$ cat config.mk
export PLATFORM = sky130hd
export DESIGN_NAME = color_blob_tracker_flat
export DESIGN_NICKNAME = d
export VERILOG_FILES = /design/src/rtl/color_blob_tracker_pkg.sv /design/src/rtl/color_blob_tracker_if.sv /design/src/rtl/color_blob_tracker_seq_divider.sv /design/src/rtl/color_blob_tracker.sv /design/src/flat_wrapper.sv
export SDC_FILE = /design/constraint.sdc
export NUM_CORES = 1
export LEC_CHECK = 0
export BUFFER_PORTS_ARGS = -buffer_cell sky130_fd_sc_hd__buf_2
export CAP_MARGIN = 20
export CORE_ASPECT_RATIO = 1.2
export CORE_MARGIN = 8
export CORE_UTILIZATION = 44
export DETAILED_ROUTE_END_ITERATION = 7
export GPL_TIMING_DRIVEN = 1
export HOLD_SLACK_MARGIN = 0.1
export PLACE_DENSITY_LB_ADDON = 0.15
export SETUP_SLACK_MARGIN = 0.1
export SYNTH_ARGS = -nofsm -noshare
export SYNTH_HDL_FRONTEND = slang
export SYNTH_SLANG_ARGS = --single-unit
$ cat constraint.sdc
create_clock -name clk -period 4.23 [get_ports clk]
set_clock_uncertainty 0.05 [all_clocks]
set_input_delay 0.2115 -clock clk [delete_from_list [all_inputs] [get_ports clk]]
set_output_delay 0.2115 -clock clk [all_outputs]
set_load 0.005 [all_outputs]
$ cat src/rtl/color_blob_tracker_pkg.sv
// Shared types and constants for the colour blob tracker: frame geometry defaults,
// RGB565 field positions, accumulator widths, FSM states and the pixel window test.
package color_blob_tracker_pkg;

    localparam int H_RES_DEF = 320;
    localparam int V_RES_DEF = 240;

    localparam int R_MSB = 15;
    localparam int R_LSB = 11;
    localparam int G_MSB = 10;
    localparam int G_LSB = 5;
    localparam int B_MSB = 4;
    localparam int B_LSB = 0;

    localparam int SUM_W = 25;
    localparam int CNT_W = 17;
    localparam int XW    = 9;
    localparam int YW    = 8;

    typedef enum logic [2:0] {
        ST_IDLE,
        ST_SCAN,
        ST_DRAIN,
        ST_DIV_X,
        ST_DIV_Y,
        ST_PUBLISH
    } state_t;

    typedef struct packed {
        logic [4:0] r_lo;
        logic [4:0] r_hi;
        logic [5:0] g_lo;
        logic [5:0] g_hi;
        logic [4:0] b_lo;
        logic [4:0] b_hi;
    } thresh_t;

    // Inclusive unsigned windows; an inverted window (lo > hi) can never match.
    function automatic logic pix_match(input logic [15:0] pix, input thresh_t t);
        logic [4:0] r;
        logic [5:0] g;
        logic [4:0] b;
        r = pix[R_MSB:R_LSB];
        g = pix[G_MSB:G_LSB];
        b = pix[B_MSB:B_LSB];
        return (r >= t.r_lo) && (r <= t.r_hi) &&
               (g >= t.g_lo) && (g <= t.g_hi) &&
               (b >= t.b_lo) && (b <= t.b_hi);
    endfunction

endpackage

$ cat src/rtl/color_blob_tracker_if.sv
// Frame-buffer read port: the tracker drives address/strobe, the buffer returns data.
interface color_blob_tracker_if #(
    parameter int ADDR_W = 19
);
    logic [ADDR_W-1:0] rd_addr;
    logic              rd_en;
    logic [31:0]       rd_data;

    modport master (output rd_addr, output rd_en, input rd_data);
    modport slave  (input rd_addr, input rd_en, output rd_data);
endinterface

$ cat src/rtl/color_blob_tracker_seq_divider.sv
// Restoring unsigned divider, one quotient bit per cycle; done pulses with the quotient valid.
module color_blob_tracker_seq_divider #(
    parameter int N_W = 25,
    parameter int D_W = 17
) (
    input  logic           clk,
    input  logic           rst_n,
    input  logic           start,
    input  logic [N_W-1:0] dividend,
    input  logic [D_W-1:0] divisor,
    output logic           done,
    output logic [N_W-1:0] quotient
);
    localparam int CW = $clog2(N_W + 1);

    logic [CW-1:0]  cnt_q;
    logic           busy_q;
    logic           done_q;
    logic [N_W-1:0] quo_q;
    logic [D_W-1:0] rem_q;
    logic [D_W-1:0] dsr_q;
    logic [D_W:0]   trial;
    logic [D_W:0]   diff;

    // Shift the next dividend bit into the remainder and try to subtract.
    assign trial = {rem_q, quo_q[N_W-1]};
    assign diff  = trial - {1'b0, dsr_q};

    always_ff @(posedge clk or negedge rst_n) begin
        if (!rst_n) begin
            busy_q <= 1'b0;
            done_q <= 1'b0;
            cnt_q  <= '0;
        end else if (start) begin
            busy_q <= 1'b1;
            done_q <= 1'b0;
            cnt_q  <= CW'(N_W);
        end else if (busy_q) begin
            cnt_q  <= cnt_q - 1'b1;
            busy_q <= (cnt_q != CW'(1));
            done_q <= (cnt_q == CW'(1));
        end else begin
            done_q <= 1'b0;
        end
    end

    always_ff @(posedge clk) begin
        if (start) begin
            quo_q <= dividend;
            rem_q <= '0;
            dsr_q <= divisor;
        end else if (busy_q) begin
            if (!diff[D_W]) begin
                rem_q <= diff[D_W-1:0];
                quo_q <= {quo_q[N_W-2:0], 1'b1};
            end else begin
                rem_q <= trial[D_W-1:0];
                quo_q <= {quo_q[N_W-2:0], 1'b0};
            end
        end
    end

    assign done     = done_q;
    assign quotient = quo_q;

endmodule

$ cat src/rtl/color_blob_tracker.sv
// Scans a completed frame, classifies each pixel against colour windows and publishes
// bounding box, pixel count and centroid of the matching pixels once per frame.
module color_blob_tracker
    import color_blob_tracker_pkg::*;
#(
    parameter int H_RES  = H_RES_DEF,
    parameter int V_RES  = V_RES_DEF,
    parameter int ADDR_W = 19,
    parameter int RD_LAT = 1
) (
    input  logic                 clk,
    input  logic                 rst_n,
    input  logic                 start,
    input  logic [4:0]           r_lo,
    input  logic [4:0]           r_hi,
    input  logic [5:0]           g_lo,
    input  logic [5:0]           g_hi,
    input  logic [4:0]           b_lo,
    input  logic [4:0]           b_hi,
    color_blob_tracker_if.master fb,
    output logic                 busy,
    output logic                 done,
    output logic                 found,
    output logic [CNT_W-1:0]     pix_count,
    output logic [XW-1:0]        x_min,
    output logic [XW-1:0]        x_max,
    output logic [YW-1:0]        y_min,
    output logic [YW-1:0]        y_max,
    output logic [XW-1:0]        cx,
    output logic [YW-1:0]        cy
);
    state_t            state_q, state_d;
    thresh_t           thr_q;
    logic [XW-1:0]     x_q, x_d;
    logic [YW-1:0]     y_q, y_d;
    logic [1:0]        drain_q, drain_d;
    logic              div_run_q, div_run_d;
    logic [XW-1:0]     qx_q, qx_d;
    logic              issue, acc_clr, div_start, pub_load;

    logic [SUM_W-1:0]  sum_x_q, sum_y_q;
    logic [CNT_W-1:0]  cnt_q;
    logic [XW-1:0]     xmin_q, xmax_q;
    logic [YW-1:0]     ymin_q, ymax_q;

    logic [RD_LAT-1:0] vld_p;
    logic [XW-1:0]     x_p [RD_LAT];
    logic [YW-1:0]     y_p [RD_LAT];

    logic              div_done;
    logic [SUM_W-1:0]  div_quo;
    logic [SUM_W-1:0]  div_num;
    logic              hit;
    logic [XW-1:0]     hx;
    logic [YW-1:0]     hy;
    logic [ADDR_W-1:0] pix_idx;
    logic              unused_bits;

    always_ff @(posedge clk or negedge rst_n) begin
        if (!rst_n) begin
            state_q   <= ST_IDLE;
            x_q       <= '0;
            y_q       <= '0;
            drain_q   <= '0;
            div_run_q <= 1'b0;
        end else begin
            state_q   <= state_d;
            x_q       <= x_d;
            y_q       <= y_d;
            drain_q   <= drain_d;
            div_run_q <= div_run_d;
        end
    end

    always_comb begin
        state_d   = state_q;
        x_d       = x_q;
        y_d       = y_q;
        drain_d   = drain_q;
        div_run_d = div_run_q;
        qx_d      = qx_q;
        issue     = 1'b0;
        acc_clr   = 1'b0;
        div_start = 1'b0;
        pub_load  = 1'b0;
        case (state_q)
            ST_IDLE: begin
                if (start) begin
                    acc_clr = 1'b1;
                    x_d     = '0;
                    y_d     = '0;
                    state_d = ST_SCAN;
                end
            end
            ST_SCAN: begin
                issue = 1'b1;
                if (x_q == XW'(H_RES - 1)) begin
                    x_d = '0;
                    if (y_q == YW'(V_RES - 1)) begin
                        drain_d = '0;
                        state_d = ST_DRAIN;
                    end else begin
                        y_d = y_q + 1'b1;
                    end
                end else begin
                    x_d = x_q + 1'b1;
                end
            end
            ST_DRAIN: begin
                if (drain_q == 2'(RD_LAT - 1)) begin
                    state_d = ST_DIV_X;
                end else begin
                    drain_d = drain_q + 1'b1;
                end
            end
            ST_DIV_X: begin
                // An empty frame skips both divides and publishes zeros.
                if (cnt_q == '0) begin
                    pub_load = 1'b1;
                    state_d  = ST_PUBLISH;
                end else if (!div_run_q) begin
                    div_start = 1'b1;
                    div_run_d = 1'b1;
                end else if (div_done) begin
                    qx_d      = div_quo[XW-1:0];
                    div_run_d = 1'b0;
                    state_d   = ST_DIV_Y;
                end
            end
            ST_DIV_Y: begin
                if (!div_run_q) begin
                    div_start = 1'b1;
                    div_run_d = 1'b1;
                end else if (div_done) begin
                    pub_load  = 1'b1;
                    div_run_d = 1'b0;
                    state_d   = ST_PUBLISH;
                end
            end
            ST_PUBLISH: state_d = ST_IDLE;
            default:    state_d = ST_IDLE;
        endcase
    end

    always_ff @(posedge clk) begin
        if (state_q == ST_IDLE && start) begin
            thr_q <= {r_lo, r_hi, g_lo, g_hi, b_lo, b_hi};
        end
        qx_q <= qx_d;
    end

    // ---- read issue: address and strobe follow the scan counters
    assign pix_idx     = ADDR_W'(y_q) * ADDR_W'(H_RES) + ADDR_W'(x_q);
    assign fb.rd_en    = issue;
    assign fb.rd_addr  = issue ? {pix_idx[ADDR_W-3:0], 2'b00} : '0;

    // ---- coordinate pipeline aligned to rd_data
    always_ff @(posedge clk or negedge rst_n) begin
        if (!rst_n) begin
            vld_p <= '0;
        end else begin
            vld_p[0] <= issue;
            for (int i = 1; i < RD_LAT; i++) begin
                vld_p[i] <= vld_p[i-1];
            end
        end
    end

    always_ff @(posedge clk) begin
        x_p[0] <= x_q;
        y_p[0] <= y_q;
        for (int i = 1; i < RD_LAT; i++) begin
            x_p[i] <= x_p[i-1];
            y_p[i] <= y_p[i-1];
        end
    end

    // ---- match and accumulate on the returned pixel
    assign hit = vld_p[RD_LAT-1] && pix_match(fb.rd_data[15:0], thr_q);
    assign hx  = x_p[RD_LAT-1];
    assign hy  = y_p[RD_LAT-1];

    always_ff @(posedge clk or negedge rst_n) begin
        if (!rst_n) begin
            sum_x_q <= '0;
            sum_y_q <= '0;
            cnt_q   <= '0;
            xmin_q  <= '1;
            ymin_q  <= '1;
            xmax_q  <= '0;
            ymax_q  <= '0;
        end else if (acc_clr) begin
            sum_x_q <= '0;
            sum_y_q <= '0;
            cnt_q   <= '0;
            xmin_q  <= '1;
            ymin_q  <= '1;
            xmax_q  <= '0;
            ymax_q  <= '0;
        end else if (hit) begin
            sum_x_q <= sum_x_q + SUM_W'(hx);
            sum_y_q <= sum_y_q + SUM_W'(hy);
            cnt_q   <= cnt_q + 1'b1;
            if (hx < xmin_q) xmin_q <= hx;
            if (hx > xmax_q) xmax_q <= hx;
            if (hy < ymin_q) ymin_q <= hy;
            if (hy > ymax_q) ymax_q <= hy;
        end
    end

    // ---- shared divider: x centroid first, then y
    assign div_num = (state_q == ST_DIV_Y) ? sum_y_q : sum_x_q;

    color_blob_tracker_seq_divider #(
        .N_W (SUM_W),
        .D_W (CNT_W)
    ) u_div (
        .clk      (clk),
        .rst_n    (rst_n),
        .start    (div_start),
        .dividend (div_num),
        .divisor  (cnt_q),
        .done     (div_done),
        .quotient (div_quo)
    );

    // ---- published results, loaded as the FSM enters PUBLISH
    always_ff @(posedge clk or negedge rst_n) begin
        if (!rst_n) begin
            found     <= 1'b0;
            pix_count <= '0;
            x_min     <= '0;
            x_max     <= '0;
            y_min     <= '0;
            y_max     <= '0;
            cx        <= '0;
            cy        <= '0;
        end else if (pub_load) begin
            found     <= (cnt_q != '0);
            pix_count <= cnt_q;
            x_min     <= (cnt_q != '0) ? xmin_q : '0;
            x_max     <= xmax_q;
            y_min     <= (cnt_q != '0) ? ymin_q : '0;
            y_max     <= ymax_q;
            cx        <= (cnt_q != '0) ? qx_q : '0;
            cy        <= (cnt_q != '0) ? div_quo[YW-1:0] : '0;
        end
    end

    assign busy = (state_q != ST_IDLE);
    assign done = (state_q == ST_PUBLISH);

    assign unused_bits = ^{fb.rd_data[31:16], div_quo[SUM_W-1:XW]};

endmodule
$ cat src/flat_wrapper.sv
// flat-port wrapper written by rule: the top's interface ports become plain ports
module color_blob_tracker_flat import color_blob_tracker_pkg::*;
#(
    parameter int H_RES  = H_RES_DEF,
    parameter int V_RES  = V_RES_DEF,
    parameter int ADDR_W = 19,
    parameter int RD_LAT = 1
)
  (clk, rst_n, start, r_lo, r_hi, g_lo, g_hi, b_lo, b_hi, busy, done, found, pix_count, x_min, x_max, y_min, y_max, cx, cy, fb_rd_addr, fb_rd_en, fb_rd_data);
  color_blob_tracker_if #(.ADDR_W(ADDR_W)) fb_i ();
  input  logic clk;
  input  logic rst_n;
  input  logic start;
  input  logic [4:0] r_lo;
  input  logic [4:0] r_hi;
  input  logic [5:0] g_lo;
  input  logic [5:0] g_hi;
  input  logic [4:0] b_lo;
  input  logic [4:0] b_hi;
  output logic busy;
  output logic done;
  output logic found;
  output logic [CNT_W-1:0] pix_count;
  output logic [XW-1:0] x_min;
  output logic [XW-1:0] x_max;
  output logic [YW-1:0] y_min;
  output logic [YW-1:0] y_max;
  output logic [XW-1:0] cx;
  output logic [YW-1:0] cy;
  output wire logic [$bits(fb_i.rd_addr)-1:0] fb_rd_addr;
  output wire logic [$bits(fb_i.rd_en)-1:0] fb_rd_en;
  input wire logic [$bits(fb_i.rd_data)-1:0] fb_rd_data;
  assign fb_rd_addr = fb_i.rd_addr;
  assign fb_rd_en = fb_i.rd_en;
  assign fb_i.rd_data = fb_rd_data;
  color_blob_tracker #(.H_RES(H_RES), .V_RES(V_RES), .ADDR_W(ADDR_W), .RD_LAT(RD_LAT)) u_core (.clk(clk), .rst_n(rst_n), .start(start), .r_lo(r_lo), .r_hi(r_hi), .g_lo(g_lo), .g_hi(g_hi), .b_lo(b_lo), .b_hi(b_hi), .fb(fb_i), .busy(busy), .done(done), .found(found), .pix_count(pix_count), .x_min(x_min), .x_max(x_max), .y_min(y_min), .y_max(y_max), .cx(cx), .cy(cy));
endmodule
# [Yosys cells after proc, flatten, opt, wreduce, memory -nomap -nowiden]
# Memory sizes are Yosys's and may differ from the RTL's.
# Cells that the tools add are included.
[word_totals] rom_bits=0 output_inout_bits=91 register_bits=301 latchBits=0 mem_count=2 ramBits=17
[mem_list] name="u_core.x_p" depth=1 word_bits=9 read_ports=1 rd_ports_with_merged_regs=0 write_ports=1 line="color_blob_tracker.sv:47" source="logic [XW-1:0] x_p [RD_LAT];"
[mem_list] name="u_core.y_p" depth=1 word_bits=8 read_ports=1 rd_ports_with_merged_regs=0 write_ports=1 line="color_blob_tracker.sv:48" source="logic [YW-1:0] y_p [RD_LAT];"
[classes] n_mul=1 eq_ne=20 shifts=0 div=0 n_reduce_logical=31 muxes=69 magnitude_cmp=10 addsub=9 n_bitwise=1
[ops] cell="25-bit two-way mux" n=7
[ops] cell="9-bit two-way mux" n=10
[ops] cell="8-bit two-way mux" n=11
[ops] cell="17-bit two-way mux" n=3
[ops] cell="3-bit two-way mux" n=9
[ops] cell="25-bit by 8-bit adder with 25-bit output" n=1
[ops] cell="25-bit by 9-bit adder with 25-bit output" n=1
[ops] cell="19-bit two-way mux" n=1
[ops] cell="9-bit case mux with 2 select lines" n=1
[ops] cell="2-bit nonzero test" n=9
[ops] cell="18-bit by 17-bit subtractor with 18-bit output" n=1
[ops] cell="17-bit by 1-bit adder with 17-bit output (second input constant)" n=1
[ops] cell="17-bit by 9-bit adder with 17-bit output" n=1
[ops] cell="17-bit logical NOT" n=1
[ops] cell="17-bit nonzero test" n=1
[ops] cell="1-bit two-way mux" n=16
[ops] cell="8-bit case mux with 2 select lines" n=1
[ops] cell="3-bit case mux with 5 select lines" n=1
[ops] cell="2-bit AND reduction" n=6
[ops] cell="4-bit AND reduction" n=3
[ops] cell="8-bit by 3-bit multiplier with 11-bit output (second input constant)" n=1
[ops] cell="5-bit greater-or-equal comparator" n=2
[ops] cell="5-bit <= comparator" n=2
[ops] cell="5-bit two-way mux" n=2
[ops] cell="other kinds (30)" n=49

# [Longest topological paths before layout]
[depth] ltp_word=9 ltp_mapped=12 mapped_depth_nobuf=10

# [Hierarchy]
# A second synthesis with hierarchy kept.
[hier_totals] cells_unflattened=1676 hier_area_um2=16888.7
[by_module_without_submodules] module="color_blob_tracker" instances=1 area_each_um2=13276.5 cells_each=1349 seq_area_each_um2=6447.4
[by_module_without_submodules] module="color_blob_tracker_seq_divider" instances=1 area_each_um2=3612.2 cells_each=327 seq_area_each_um2=1776.7

# [Least setup slack after synthesis]
# OpenSTA, ideal clock, no wires.
[synth_timing] path_type="register -> register" from="register u_core.state_q[1]" to="register u_core.thr_q[0] in the netlist's numbering, enable pin" path_stages_with_launch=8 path_slack_ns=1.118 arrival_ns=2.653 required_ns=3.771 path_buffers=4 path_cell_list="dfrtp_1 clkbuf_1 nor3_1 nand2_1 inv_1 clkbuf_1 clkbuf_1 buf_1"
[synth_between] elab_chain_len=2
[synth_rtl] element="from (decl)" line="color_blob_tracker.sv:32" source="state_t state_q, state_d;"
[synth_rtl] element="from (signal assigned)" line="color_blob_tracker.sv:67" source="state_q <= state_d;"
[synth_rtl] element="3-bit logical NOT" line="color_blob_tracker.sv:146" source="if (state_q == ST_IDLE && start) begin"
[synth_rtl] element="1-bit logical AND" line="color_blob_tracker.sv:146"
[synth_rtl] element="to (signal assigned)" line="color_blob_tracker.sv:147" source="thr_q <= {r_lo, r_hi, g_lo, g_hi, b_lo, b_hi};"
[synth_rtl] element="to (decl)" line="color_blob_tracker.sv:33" source="thresh_t thr_q;"
# No other way between the ends.
# A chain may end at the register's enable or synchronous reset.

# [Final worst setup path]
[layout_timing] from="register u_core.y_q[1]" to="output port fb_rd_addr[18]"
[layout_between] elab_chain_len=3
[layout_rtl] element="from (decl)" line="color_blob_tracker.sv:35" source="logic [YW-1:0] y_q, y_d;"
[layout_rtl] element="from (signal assigned)" line="color_blob_tracker.sv:69" source="y_q <= y_d;"
[layout_rtl] element="8-bit by 3-bit multiplier with 11-bit output" line="color_blob_tracker.sv:153" source="assign pix_idx = ADDR_W'(y_q) * ADDR_W'(H_RES) + ADDR_W'(x_q);"
[layout_rtl] element="17-bit by 9-bit adder with 17-bit output" line="color_blob_tracker.sv:153"
[layout_rtl] element="19-bit two-way mux" line="color_blob_tracker.sv:155" source="assign fb.rd_addr = issue ? {pix_idx[ADDR_W-3:0], 2'b00} : '0;"
[layout_rtl] element="to (decl)" line="flat_wrapper.sv:30" source="output wire logic [$bits(fb_i.rd_addr)-1:0] fb_rd_addr;"
# No other way between the ends.

==> reports/metrics.csv <==
metric;value;unit
syn_to_final_growth;16.1;%
grt_pass1_wl;69300;um
endpoint_kind;output pin;
fp-row-count;79;
vias_per_cell;5.62;
status;finished, final reports clean;
chipWidth;195;um
finalInstanceArea;19700;um2
grt_usage;18.5;%
powerDensity;516;nW/um2
rsz0062_at_grt;no;
hold_depth;4;
grt_pass1_vias;13500;
critical_path_class;register to output pin;
crit_fanout;8;
ios;158;
worstMarginPinSlew;1.01;ns
grt_max_degree;114;
dieArea;45100;um2
tns;0;ns
yosys.area.top_type;dfrtp_1;
p_sw;0.00350;W
n_antenna_cell;0;
finalCritPeriodShare;85.2;%
synth_area_leaders;dfrtp_1 (27%), edfxtp_1 (15%), ha_1 (8.8%);
p_clk_share;31.1;%
worstHoldPathType;input pin to register;
post-place-ws;1.08;ns
p_leak;9.00;nW
drv_slew;0;
clock_latency;0.54;ns
ys_ff_latch;318;
place_congestion;0.822;
cp-start-kind;register;
cts_root_buf;clkbuf_16;
antenna_found_initial;1;
drtPass1Iterations;5;
synthCells;1720;
synthTopCellsByCount;dfrtp_1 (184), nand2_1 (176), a21oi_1 (128), ha_1 (120), o21ai_0 (119);
drive_above_1_share;14.9;%
drt-total-wl;41900;um
cts_setup_buffers;0;
cts_buffer_depth;3;
io_buffers;139;
clk_pin_slew;0.06;ns
switching_share;34.4;%
cts_buffers;36;
core;38500;um2
drv_cap;0;
synth_top_area_share;27.1;%
cts_num_sinks;318;
synth_ff_type;dfrtp_1;
p_int;0.00666;W
seq_area;8220;um2
peakVddDrop;0.000307;V
synthArstFlopShare;63.2;%
ys_seq_area_share;48.5;%
fmax;278;MHz
p_comb_share;29.0;%
synth_edf_count;83;
seqPwrFrac;39.9;%
num_vias;13400;
worstPathRequired;3.97;ns
drt_iter0_markers;708;
drc_errors;0;
routedWlPerCell;17.6;um
placed_area;18200;um2
fin_crit;3.60;ns
setup_viol;0;
fill_cells;3507;
avgSynthCellArea;9.87;um2
cts_resized;0;
ys_warn_count;0;
critPathArrivalTime;3.34;ns
multi_input_area;8030;um2
slew_headroom;32.8;%
reg2reg_depth;11;
post-dp-hpwl;28300;um
syn_area;17000;um2
h-tree-depth;2;
ant_nets;0;
grt_overflow_total;0;
cts_tree;done;
start_util;44.1;%
setup_ws;0.628;ns
yosysMostFrequentCell;dfrtp_1;
finalHoldViolations;0;
power.total;0.0102;W
ys_types;83;
nNetsFinal;2061;
die_y;231;um
holdBufCountCts;33;
## flip-flops by register name, summed over array words and instances (netlist names), 9 cells and up
register	count
u_core.sum_x_q	25
u_core.u_div.quotient	25
u_core.x_q	9
u_core.qx_q	9
u_core.thr_q	32
u_core.x_p	9
u_core.xmax_q	9
u_core.pix_count	17
u_core.xmin_q	9
u_core.x_max	9
u_core.cx	9
u_core.x_min	9
u_core.cnt_q	17
u_core.u_div.rem_q	17
u_core.sum_y_q	25
u_core.u_div.dsr_q	17
## cells by family (layout without fill, tap and decap cells)
kind of cell | count (synthesis) | count (layout) | share of synthesized area (%)
and+or+nand+nor | 551 | 551 | 16.3
AOI/OAI and AO/OA | 462 | 462 | 17.2
DFF | 318 | 318 | 48.5
buffers and inverters | 190 | 366 | 4.45
adders and majority gates | 125 | 125 | 9.44
xor gates and xnor gates | 45 | 45 | 2.32
muxes | 28 | 28 | 1.79
other | 1 | 2 | 0.0221
## placed cells by master (no fill, tap or decap), drive strengths merged, types with 20 or more instances in the layout
master         n
dfrtp        184
nand2        177
buf          159
a21oi        128
o21ai        127
ha           120
inv          106
nor2          95
nand3         85
edfxtp        83
clkbuf        52
a31oi         37
a22o          35
dfxtp         34
dlygate4sd3   33
or4           32
xnor2         29
o31ai         26
a21o          23
nand2b        22
nand4         22
nor2b         20
## power by group through the flow
stage | clock, W | combinational (W) | sequential, W
floorplan | 0 | 0.00223 | 0.00396
global placement | 0 | 0.00286 | 0.00410
detailed placement | 0 | 0.00293 | 0.00411
CTS | 0.00324 | 0.00297 | 0.00405
global route | 0.00336 | 0.00333 | 0.00412
finish | 0.00315 | 0.00295 | 0.00405
## path summary, 6_finish.rpt
check                                 start          endpoint  slack [ns]
setup / recovery              u_core.y_q[1]    fb_rd_addr[18]        0.63
hold / removal                        start     u_core.y_q[5]        0.29
setup reg to reg           u_core.thr_q[23]  u_core.xmax_q[2]        1.07
hold reg to reg              u_core.qx_q[3]      u_core.cx[3]        0.41
max in group asynchronous             rst_n  u_core.ymin_q[0]        2.84
min in group asynchronous             rst_n   u_core.x_min[0]        0.33
## layer usage
metal / share of wire [%] / track usage [%] / wire length (um)
met1: 45 / 24.4 / 19000
met2: 47 / 30.7 / 19700
met3: 5.0 / 3.22 / 2100
met4: 2.7 / 6.21 / 1130
met5: 0 / 0 / 0
## per-stage QoR
step           utilization, %  instances  hold slack [ns]
6_report                 51.2       2383            0.290
5_1_grt                  51.2       2383            0.325
4_1_cts                  51.2       2383            0.272
3_5_place_dp             47.2       2284            0.340
3_3_place_gp             47.2       2284            0.338
2_1_floorplan               -       1721           -0.134
## final cells by class
cell class	count	area share, %
clock inverter	15	0.604
sequential	318	41.8
inverter	107	2.05
multi-input combinational	1213	40.8
clock buffer	51	5.54
tap	486	3.09
timing repair buffer	193	6.18
## critical path, stage by stage (launching register included)
cell,delay [ns]
dfrtp_1,0.48
ha_1,0.34
ha_1,0.22
fa_1,0.40
a21o_1,0.19
a21oi_1,0.21
o21bai_1,0.09
a21oi_1,0.17
xnor2_1,0.12
o211a_1,0.15
a311o_1,0.31
buf_2,0.13
Power figures use the tool's default switching activity.
